$ cat src/rtl/uart_tx_arbiter.sv
// Two-requester round-robin arbiter that feeds one UART transmitter one frame at a time.
// Define TX_TIMEOUT_EN to abort a frame whose TX_Busy never rises within TIMEOUT cycles.
module uart_tx_arbiter #(
  parameter int DATA_WIDTH = 8,
  parameter int TIMEOUT    = 16
) (
  input  logic                  CLK,
  input  logic                  RST,
  input  logic                  REQ0,
  input  logic [DATA_WIDTH-1:0] DATA0,
  output logic                  ACK0,
  input  logic                  REQ1,
  input  logic [DATA_WIDTH-1:0] DATA1,
  output logic                  ACK1,
  input  logic                  TX_Busy,
  output logic                  TX_Data_Valid,
  output logic [DATA_WIDTH-1:0] TX_P_DATA,
  output logic [1:0]            GNT,
  output logic                  ERR
);

  // state     | meaning
  // IDLE      | no frame owned; grant when a request is up and TX_Busy is low
  // ISSUE     | payload captured; strobe TX_Data_Valid next cycle
  // WAIT_BUSY | waiting for the transmitter to raise TX_Busy
  // WAIT_DONE | frame in flight; wait for TX_Busy to fall
  typedef enum logic [1:0] {IDLE, ISSUE, WAIT_BUSY, WAIT_DONE} state_t;

  state_t                state, state_nx;
  logic                  rr_last, rr_last_nx;
  logic [DATA_WIDTH-1:0] data_nx;
  logic [1:0]            gnt_nx;
  logic                  ack0_nx, ack1_nx, valid_nx;
  logic                  win1;

  // Requester 1 wins when alone, or on a tie when requester 0 was served last.
  assign win1 = REQ1 && (!REQ0 || !rr_last);

`ifdef TX_TIMEOUT_EN
  localparam int TW = (TIMEOUT > 1) ? $clog2(TIMEOUT) : 1;
  logic [TW-1:0] tmr, tmr_nx;
  logic          err_nx;
`endif

  always_comb begin
    state_nx   = state;
    rr_last_nx = rr_last;
    data_nx    = TX_P_DATA;
    gnt_nx     = GNT;
    ack0_nx    = 1'b0;
    ack1_nx    = 1'b0;
    valid_nx   = 1'b0;
`ifdef TX_TIMEOUT_EN
    tmr_nx     = tmr;
    err_nx     = 1'b0;
`endif
    case (state)
      IDLE: begin
        if ((REQ0 || REQ1) && !TX_Busy) begin
          data_nx    = win1 ? DATA1 : DATA0;
          gnt_nx     = win1 ? 2'b10 : 2'b01;
          ack0_nx    = !win1;
          ack1_nx    = win1;
          rr_last_nx = win1;
          state_nx   = ISSUE;
        end
      end
      ISSUE: begin
        valid_nx = 1'b1;
        state_nx = WAIT_BUSY;
`ifdef TX_TIMEOUT_EN
        tmr_nx   = TW'(TIMEOUT - 1);
`endif
      end
      WAIT_BUSY: begin
        if (TX_Busy) begin
          state_nx = WAIT_DONE;
        end
`ifdef TX_TIMEOUT_EN
        else if (tmr == '0) begin
          err_nx   = 1'b1;
          gnt_nx   = 2'b00;
          state_nx = IDLE;
        end else begin
          tmr_nx = tmr - 1'b1;
        end
`endif
      end
      WAIT_DONE: begin
        if (!TX_Busy) begin
          gnt_nx   = 2'b00;
          state_nx = IDLE;
        end
      end
      default: state_nx = IDLE;
    endcase
  end

  always_ff @(posedge CLK or negedge RST) begin
    if (!RST) begin
      state         <= IDLE;
      rr_last       <= 1'b1;
      TX_P_DATA     <= '0;
      GNT           <= 2'b00;
      ACK0          <= 1'b0;
      ACK1          <= 1'b0;
      TX_Data_Valid <= 1'b0;
    end else begin
      state         <= state_nx;
      rr_last       <= rr_last_nx;
      TX_P_DATA     <= data_nx;
      GNT           <= gnt_nx;
      ACK0          <= ack0_nx;
      ACK1          <= ack1_nx;
      TX_Data_Valid <= valid_nx;
    end
  end

`ifdef TX_TIMEOUT_EN
  always_ff @(posedge CLK or negedge RST) begin
    if (!RST) begin
      tmr <= '0;
      ERR <= 1'b0;
    end else begin
      tmr <= tmr_nx;
      ERR <= err_nx;
    end
  end
`else
  assign ERR = 1'b0;
`endif

endmodule

$ cat config.mk
export PLATFORM = sky130hd
export DESIGN_NAME = uart_tx_arbiter
export DESIGN_NICKNAME = d
export VERILOG_FILES = /design/src/rtl/uart_tx_arbiter.sv
export SDC_FILE = /design/constraint.sdc
export NUM_CORES = 1
export LEC_CHECK = 0
export CAP_MARGIN = 10
export CORE_MARGIN = 2
export CORE_UTILIZATION = 42
export CTS_CLUSTER_DIAMETER = 60
export DETAILED_ROUTE_END_ITERATION = 10
export HOLD_SLACK_MARGIN = 0.12
export PLACE_DENSITY_LB_ADDON = 0.08
export SETUP_SLACK_MARGIN = 0.4
export SKIP_CTS_REPAIR_TIMING = 1
export SLEW_MARGIN = 20
export SYNTH_ARGS = -nofsm -noshare
export SYNTH_HDL_FRONTEND = slang
export SYNTH_SLANG_ARGS = --single-unit
$ cat constraint.sdc
create_clock -name CLK -period 2.02 [get_ports CLK]
set_clock_uncertainty 0.05 [all_clocks]
set_input_delay 0.606 -clock CLK [delete_from_list [all_inputs] [get_ports CLK]]
set_output_delay 0.606 -clock CLK [all_outputs]
set_load 0.005 [all_outputs]
* After elaboration in Yosys (flattened, before gate mapping)
Index checks and enable logic that the tools add are counted.
** Operators by class
- Multiplexer cells :: 13
- Eq/ne operators :: 6
- Reduce and logical (&&, ||, !) cells :: 13
** Operator list (number)
- $mux W2 :: 5
- $mux W8 :: 1
- $pmux W2 S4 :: 1
- $ne A2 B2 Y1 const B :: 3
- $reduce_and A3 Y1 :: 2
- $mux W1 :: 5
- $eq A2 B2 Y1 const B :: 2
- $logic_not A1 Y1 :: 4
- $pmux W2 S2 :: 1
- $eq A2 B1 Y1 const B :: 1
- $logic_and A1 B1 Y1 :: 2
- $logic_not A2 Y1 :: 1
- $logic_or A1 B1 Y1 :: 2
- $reduce_and A2 Y1 :: 1
- $reduce_bool A2 Y1 :: 1
** Word-level totals
- Logic and storage cells :: 39
- Register bits :: 16

* Depth between registers and ports, before layout
Gate-level depths: netlist of the first run.
- Depth after elaboration :: 6
- Gate-level depth with buffers :: 5
- Depth with buffers taken out :: 5

* Least setup slack after synthesis of the first run
No wires, ideal clock.
- Kind :: input to register
- Start :: input port REQ1
- End :: register TX_P_DATA[0]
- Data required time :: 1.845 ns
- Setup time :: 0.125 ns
- Slack :: 0.378 ns
- Arrival time :: 1.467 ns
- Stages on the path :: 4
- Cell sequence :: a21bo_1 buf_6 mux2_4 mux2_4
** On the way
- Word-level cells in the longest chain between the ends :: 3
- Elaborated cells between the ends (all ways) :: 5
- Classes of those cells :: mux: 1; reduce/logical: 4
** Ends and longest elaborated chain
- start, declared :: line 12 : input logic REQ1,
- $logic_or A1 B1 Y1 :: line 59 : if ((REQ0 || REQ1) && !TX_Busy) begin
- $logic_and A1 B1 Y1 :: line 59
- $reduce_and A2 Y1 (no line)
- end signal, assigned :: line 111 : TX_P_DATA <= data_nx;
- end, declared :: line 17 : output logic [DATA_WIDTH-1:0] TX_P_DATA,
Several ways; a longest one is shown, not always the timed one.
A chain may end at the register's enable or synchronous reset.

* Worst setup path after layout of the first run
- Start :: register state[0]
- End :: register TX_P_DATA[1]
** On the way
- Word-level cells in the longest chain between the ends :: 2
** Ends and longest elaborated chain
- start, declared :: line 29 : state_t state, state_nx;
- start signal, assigned :: line 109 : state <= state_nx;
- $logic_not A2 Y1 :: line 57 : case (state)
- $reduce_and A2 Y1 (no line)
No other way between the ends.

==> run metrics, run 1 <==
clk slew on worst S/H paths 100 ps; Crit path required time 2150 ps; main combinational cell family by area after synthesis multiplexers; final worst setup slack 435 ps; Post-Synth Adder-Cell Area 0.0571; crit start category flop; Yosys top cell area share 0.429; htree depth 1; Die Wd 49.7 um; CTS tree done; WP depth 5; I/O pin count 35; Arrival @ worst endpoint around 1700 ps; Worst-Skew Late Latency 290 ps; r2r setup slk 440 ps; final setup vio count 0; slowest CP cell dfrtp_1; RSZ-0062 raised after global routing no; max-slew violation count 0; Synth Area in Simple Gates 0.0600; Buffers on Ports 33; CP Launch Point state[0]; worst r2r src state[0]; DRT Pass-1 Iters 4; Max Fclk 0.631 GHz; Area growth, synth to finish 69.0%; r2r worst-path depth 5; Seq/Total Area, Yosys 0.459; crit path capture TX_P_DATA[1]; CP max FO 6; DP Wirelength 1.34 mm; routed len/inst 14.7 um; Total Die Area roughly 2500 um2; initial core utilization 0.446; Tmin final 1580 ps; fillers 141; Synth Register Bits 16; GP Congestion 0.828; status complete, no violations; Cell Area, Synth 876 um2; critical path endpoint category flop; initial antenna violation count 0; clock root buffer clkbuf_4; worst path bufs/invs 2; Rows 16; Syn Area/Cell 13.9 um2; largest net degree at the start of global routing 17; Die Y-Extent 49.7 um; worst-case vdd ir drop 0.958 mV; Syn Nets approximately 90; CP peak stage delay 420 ps; GRT Residual Overflow 0; Final ANT Viol Nets 0; nets@finish 140; R2R Path End TX_P_DATA[1]; cell count after synthesis 63; Compound-Gate Fraction of Synth Area 0.0843; Diodes inserted 0; Routed WL 2.07 mm; PwrDens 1190 nW/um2; Core Area 1960 um2; number of DRC markers in iteration 0 22; routed vias/inst approximately 4.8; GRT Util Overall 0.158; DRC viols 0; LEAKAGE 0.837 nW; cell area after layout 1480 um2; count of warnings emitted by yosys 0; Vias around 680; cell family with most CP delay flip-flops; pre-CTS WS -295 ps; dominant cells by area after synthesis dfrtp_1 43%, mux2_4 27%, ha_1 5.7%; Unique masters post-synth 21; critical setup path kind reg2reg; first-pass GRT wire length 2.96 mm; crit share post-route 0.784; Max Root-Sink Buffers 2; mux share of post-synthesis cell area 0.300; Hold Crit Class reg2reg; Fin. Hold Viols 0; Clock Sinks 16; critical path, cell by cell inv_2 > ha_4 > nor3b_4 > buf_6 > mux2_4; vias in the first global route around 630; share of layout cells above drive strength 1 0.447; Cell Area, Placed between 1000 and 1500 um2; Hold Crit Start TX_P_DATA[5]; Cells on Worst Hold Path 1; Max Cap Viol 0; total CTS buffers 3; cell taking the most area after synthesis dfrtp_1; Post-Synth XOR/XNOR Area 0
stage by stage:
stage | std cells | hold slack [ps] | utilization | TNS [ps] | total power [mW]
6_report | 141 | 462 | 0.754 | 0 | 1.76
2_1_floorplan | 63 | 260 | - | 0 | 0.981
3_3_place_gp | 128 | 448 | 0.653 | -2540 | 1.33
4_1_cts | 132 | 469 | 0.672 | 0 | 1.57
3_5_place_dp | 128 | 441 | 0.653 | -2840 | 1.35
5_1_grt | 141 | 485 | 0.754 | 0 | 1.86
worst register-to-register path: cells and delay by family (launching register included):
kind / cells / cell delay [ps]
adders and majority gates: 1 / 180
buffers and inverters: 2 / 290
DFF: 1 / 420
muxes: 1 / 300
and+or+nand+nor: 1 / 220
sequential cells by signal, summed over array words and instances (netlist names):
signal,cells
GNT,2
ACK1,1
TX_Data_Valid,1
state,2
ACK0,1
TX_P_DATA,8
rr_last,1
cell usage in the layout (no fill, tap or decap), drive strengths merged:
cell type      synthesis  routed
a21bo                  1       1
a21boi                 1       1
a21oi                  1       1
buf                    3      17
clkbuf                 0       4
clkdlybuf4s50          0      17
conb                   1       1
dfrtp                 15      15
dfstp                  1       1
dlymetal6s2s           0      16
ha                     4       4
inv                    2       2
mux2                  18      18
nor2                   4       4
nor3b                  3       3
o21ai                  1       1
o21bai                 1       1
o221ai                 1       1
o31ai                  4       4
or2                    1       1
or3b                   1       1
cells by family after synthesis:
group           after synthesis
mux                          18
flops                        16
compound gates               10
simple gates                  9
buf+inv                       5
fa+ha+maj                     4
other cells                   1
power by group:
group / internal, mW / total, mW / switching (mW)
combinational: 0.647 / 0.974 / 0.327
sequential: 0.475 / 0.569 / 0.0944
clock: 0.110 / 0.216 / 0.106
total: 1.23 / 1.76 / 0.527
Yosys cell counts (all sizes together):
master	number
o221ai	1
dfrtp	15
a21bo	1
nor3b	3
inv	2
a21boi	1
mux2	18
buf	3
conb	1
o31ai	4
o21bai	1
or3b	1
nor2	4
or2	1
dfstp	1
o21ai	1
a21oi	1
ha	4
routing by layer:
| layer | vias up | track usage | part of all wire |
|---|---|---|---|
| met5 | - | 0 | 0 |
| met4 | 0 | 0.0694 | 0.025 |
| met3 | 4 | 0.0364 | 0.046 |
| met2 | 25 | 0.242 | 0.48 |
| met1 | 326 | 0.213 | 0.45 |
| li1 | 327 | - | - |
worst min path at each step:
stage / to / slack [ps]
finish: TX_P_DATA[5] / 460
global route: TX_P_DATA[1] / 480
CTS: TX_P_DATA[3] / 470
detailed placement: TX_P_DATA[3] / 440
global placement: TX_P_DATA[1] / 450
floorplan: ACK0 / 260
cell type report:
| class | count | area [um2] | share of cell area |
|---|---|---|---|
| multi-input combinational | 42 | 498 | 0.336 |
| inverter | 2 | 7.51 | 0.00507 |
| timing repair buffer | 50 | 502 | 0.339 |
| tap | 27 | 33.8 | 0.0228 |
| clock buffer | 4 | 36.3 | 0.0245 |
| sequential | 16 | 403 | 0.272 |
(Power assumes the default switching activity.)
==> run 2, diff against run 1 <==
clock period = 1.7 ns   (was 2.02 ns; I/O delays follow)
==> run metrics, run 2 (synthesis results as in run 1) <==
status complete, no violations; total CTS buffers 3; Core Area 1960 um2; number of DRC markers in iteration 0 4; Vias 718; Area growth, synth to finish 74.4%; PwrDens 1490 nW/um2; Arrival @ worst endpoint 1780 ps; vias in the first global route 707; critical path endpoint category flop; r2r worst-path depth 5; most frequent cells in the layout 18 x mux2_4, 18 x buf_4, 17 x clkdlybuf4s50_1; Top reg by flops TX_P_DATA; initial antenna violation count 0; Max Fclk ~0.6 GHz; Buffers on Ports 33; Crit path required time 1830 ps; clock root buffer clkbuf_4; clk slew on worst S/H paths 90 ps; Comb pwr share 0.612; final setup vio count 0; initial core utilization 0.446; Int Power around 1.5 mW; Seq pwr share 0.295; GP Congestion between 0.7 and 0.8; Die Y-Extent approximately 50 um; LEAKAGE 0.743 nW; RSZ-0062 raised after global routing yes; share of layout cells above drive strength 1 0.642; largest net degree at the start of global routing 17; r2r setup slk 40 ps; DP Wirelength 1.35 mm; R2R Path End TX_P_DATA[1]; Fin. Hold Viols 0; Die Wd approximately 50 um; worst-case vdd ir drop 0.963 mV; worst r2r src state[0]; switching power around 0.73 mW; crit start category flop; Total Die Area about 2500 um2; GRT Residual Overflow 0; Routed WL around 2.2 mm; Clock Sinks 16; nets@finish between 100 and 150; Max Root-Sink Buffers 2; Hold Crit Class in2async; max-slew violation count 0; Final ANT Viol Nets 0; Cell Count, Final, Fillers Out 147; max FFs per register 8; routed len/inst about 15 um; I/O pin count 35; sw frac 0.321; Rows 16; routed vias/inst 4.88; first-pass GRT wire length 2.99 mm; DRC viols 0; GRT Util Overall 0.157; CP max FO 4; dpl cells 128; top flop regs TX_P_DATA: 8 flops, GNT: 2 flops, state: 2 flops; Worst-Skew Late Latency between 200 and 300 ps; Tmin final between 1500 and 2000 ps; crit share post-route 0.976; Hold Slack 483 ps; htree depth 1; Max Cap Viol 0; clock share of power 0.092; DRT Pass-1 Iters 4; critical setup path kind reg2reg; Diodes inserted 0; fillers about 140; CTS tree done
[run 2: how the worst max path moves through the flow]
stage	from	end
floorplan	REQ1	TX_P_DATA[0]
global placement	REQ0	TX_P_DATA[2]
detailed placement	REQ1	TX_P_DATA[3]
CTS	REQ1	TX_P_DATA[3]
global route	state[0]	TX_P_DATA[1]
finish	state[0]	TX_P_DATA[1]
[run 2: per-stage QoR]
step                setup slack (ps)  cell area, um2  TNS (ps)   util  power [mW]
floorplan                        154             932         0      -        1.27
global placement                -521            1340     -5850  0.684        1.72
detailed placement              -540            1340     -6030  0.684        1.74
CTS                             -239            1370     -2130  0.698        1.96
global route                   -24.0            1530     -44.2  0.779        2.42
finish                          41.1            1530         0  0.779        2.28
[run 2: worst max-delay path, stage by stage (launching register included)]
cell       delay [ps]
dfrtp_1           410
inv_2             110
ha_4              160
nor3b_4           310
clkbuf_16         220
mux2_4            290
[run 2: layer usage]
metal / vias to the layer above / share of wire / GRT usage / routed length [um]
met2: 21 / 0.55 / 0.287 / 1230
met1: 357 / 0.39 / 0.185 / 882
met3: 2 / 0.054 / 0.0424 / 121
met4: 0 / 0.0045 / 0.0278 / 10
li1: 338 / - / - / -
met5: - / 0 / 0 / 0
[run 2: cell type report]
class | count | area [um2] | share of cell area
timing repair buffer | 56 | 487 | 0.319
inverter | 2 | 7.51 | 0.00491
multi-input combinational | 42 | 571 | 0.373
tap | 27 | 33.8 | 0.0221
clock buffer | 4 | 26.3 | 0.0172
sequential | 16 | 403 | 0.264
[run 2: power by group through the flow]
stage / combinational, mW / sequential (mW) / clock, mW
finish: 1.39 / 0.672 / 0.210
global route: 1.50 / 0.687 / 0.235
detailed placement: 1.06 / 0.680 / 0
global placement: 1.04 / 0.677 / 0
floorplan: 0.584 / 0.681 / 0
CTS: 1.06 / 0.679 / 0.216
==> run 3, diff against run 2 <==
ABC_CLOCK_PERIOD_IN_PS = 1700   (was not set)
SLEW_MARGIN = 10   (was 20)
==> results of run 3 <==
Final layout, timing and power as in run 2 (identical DEF).
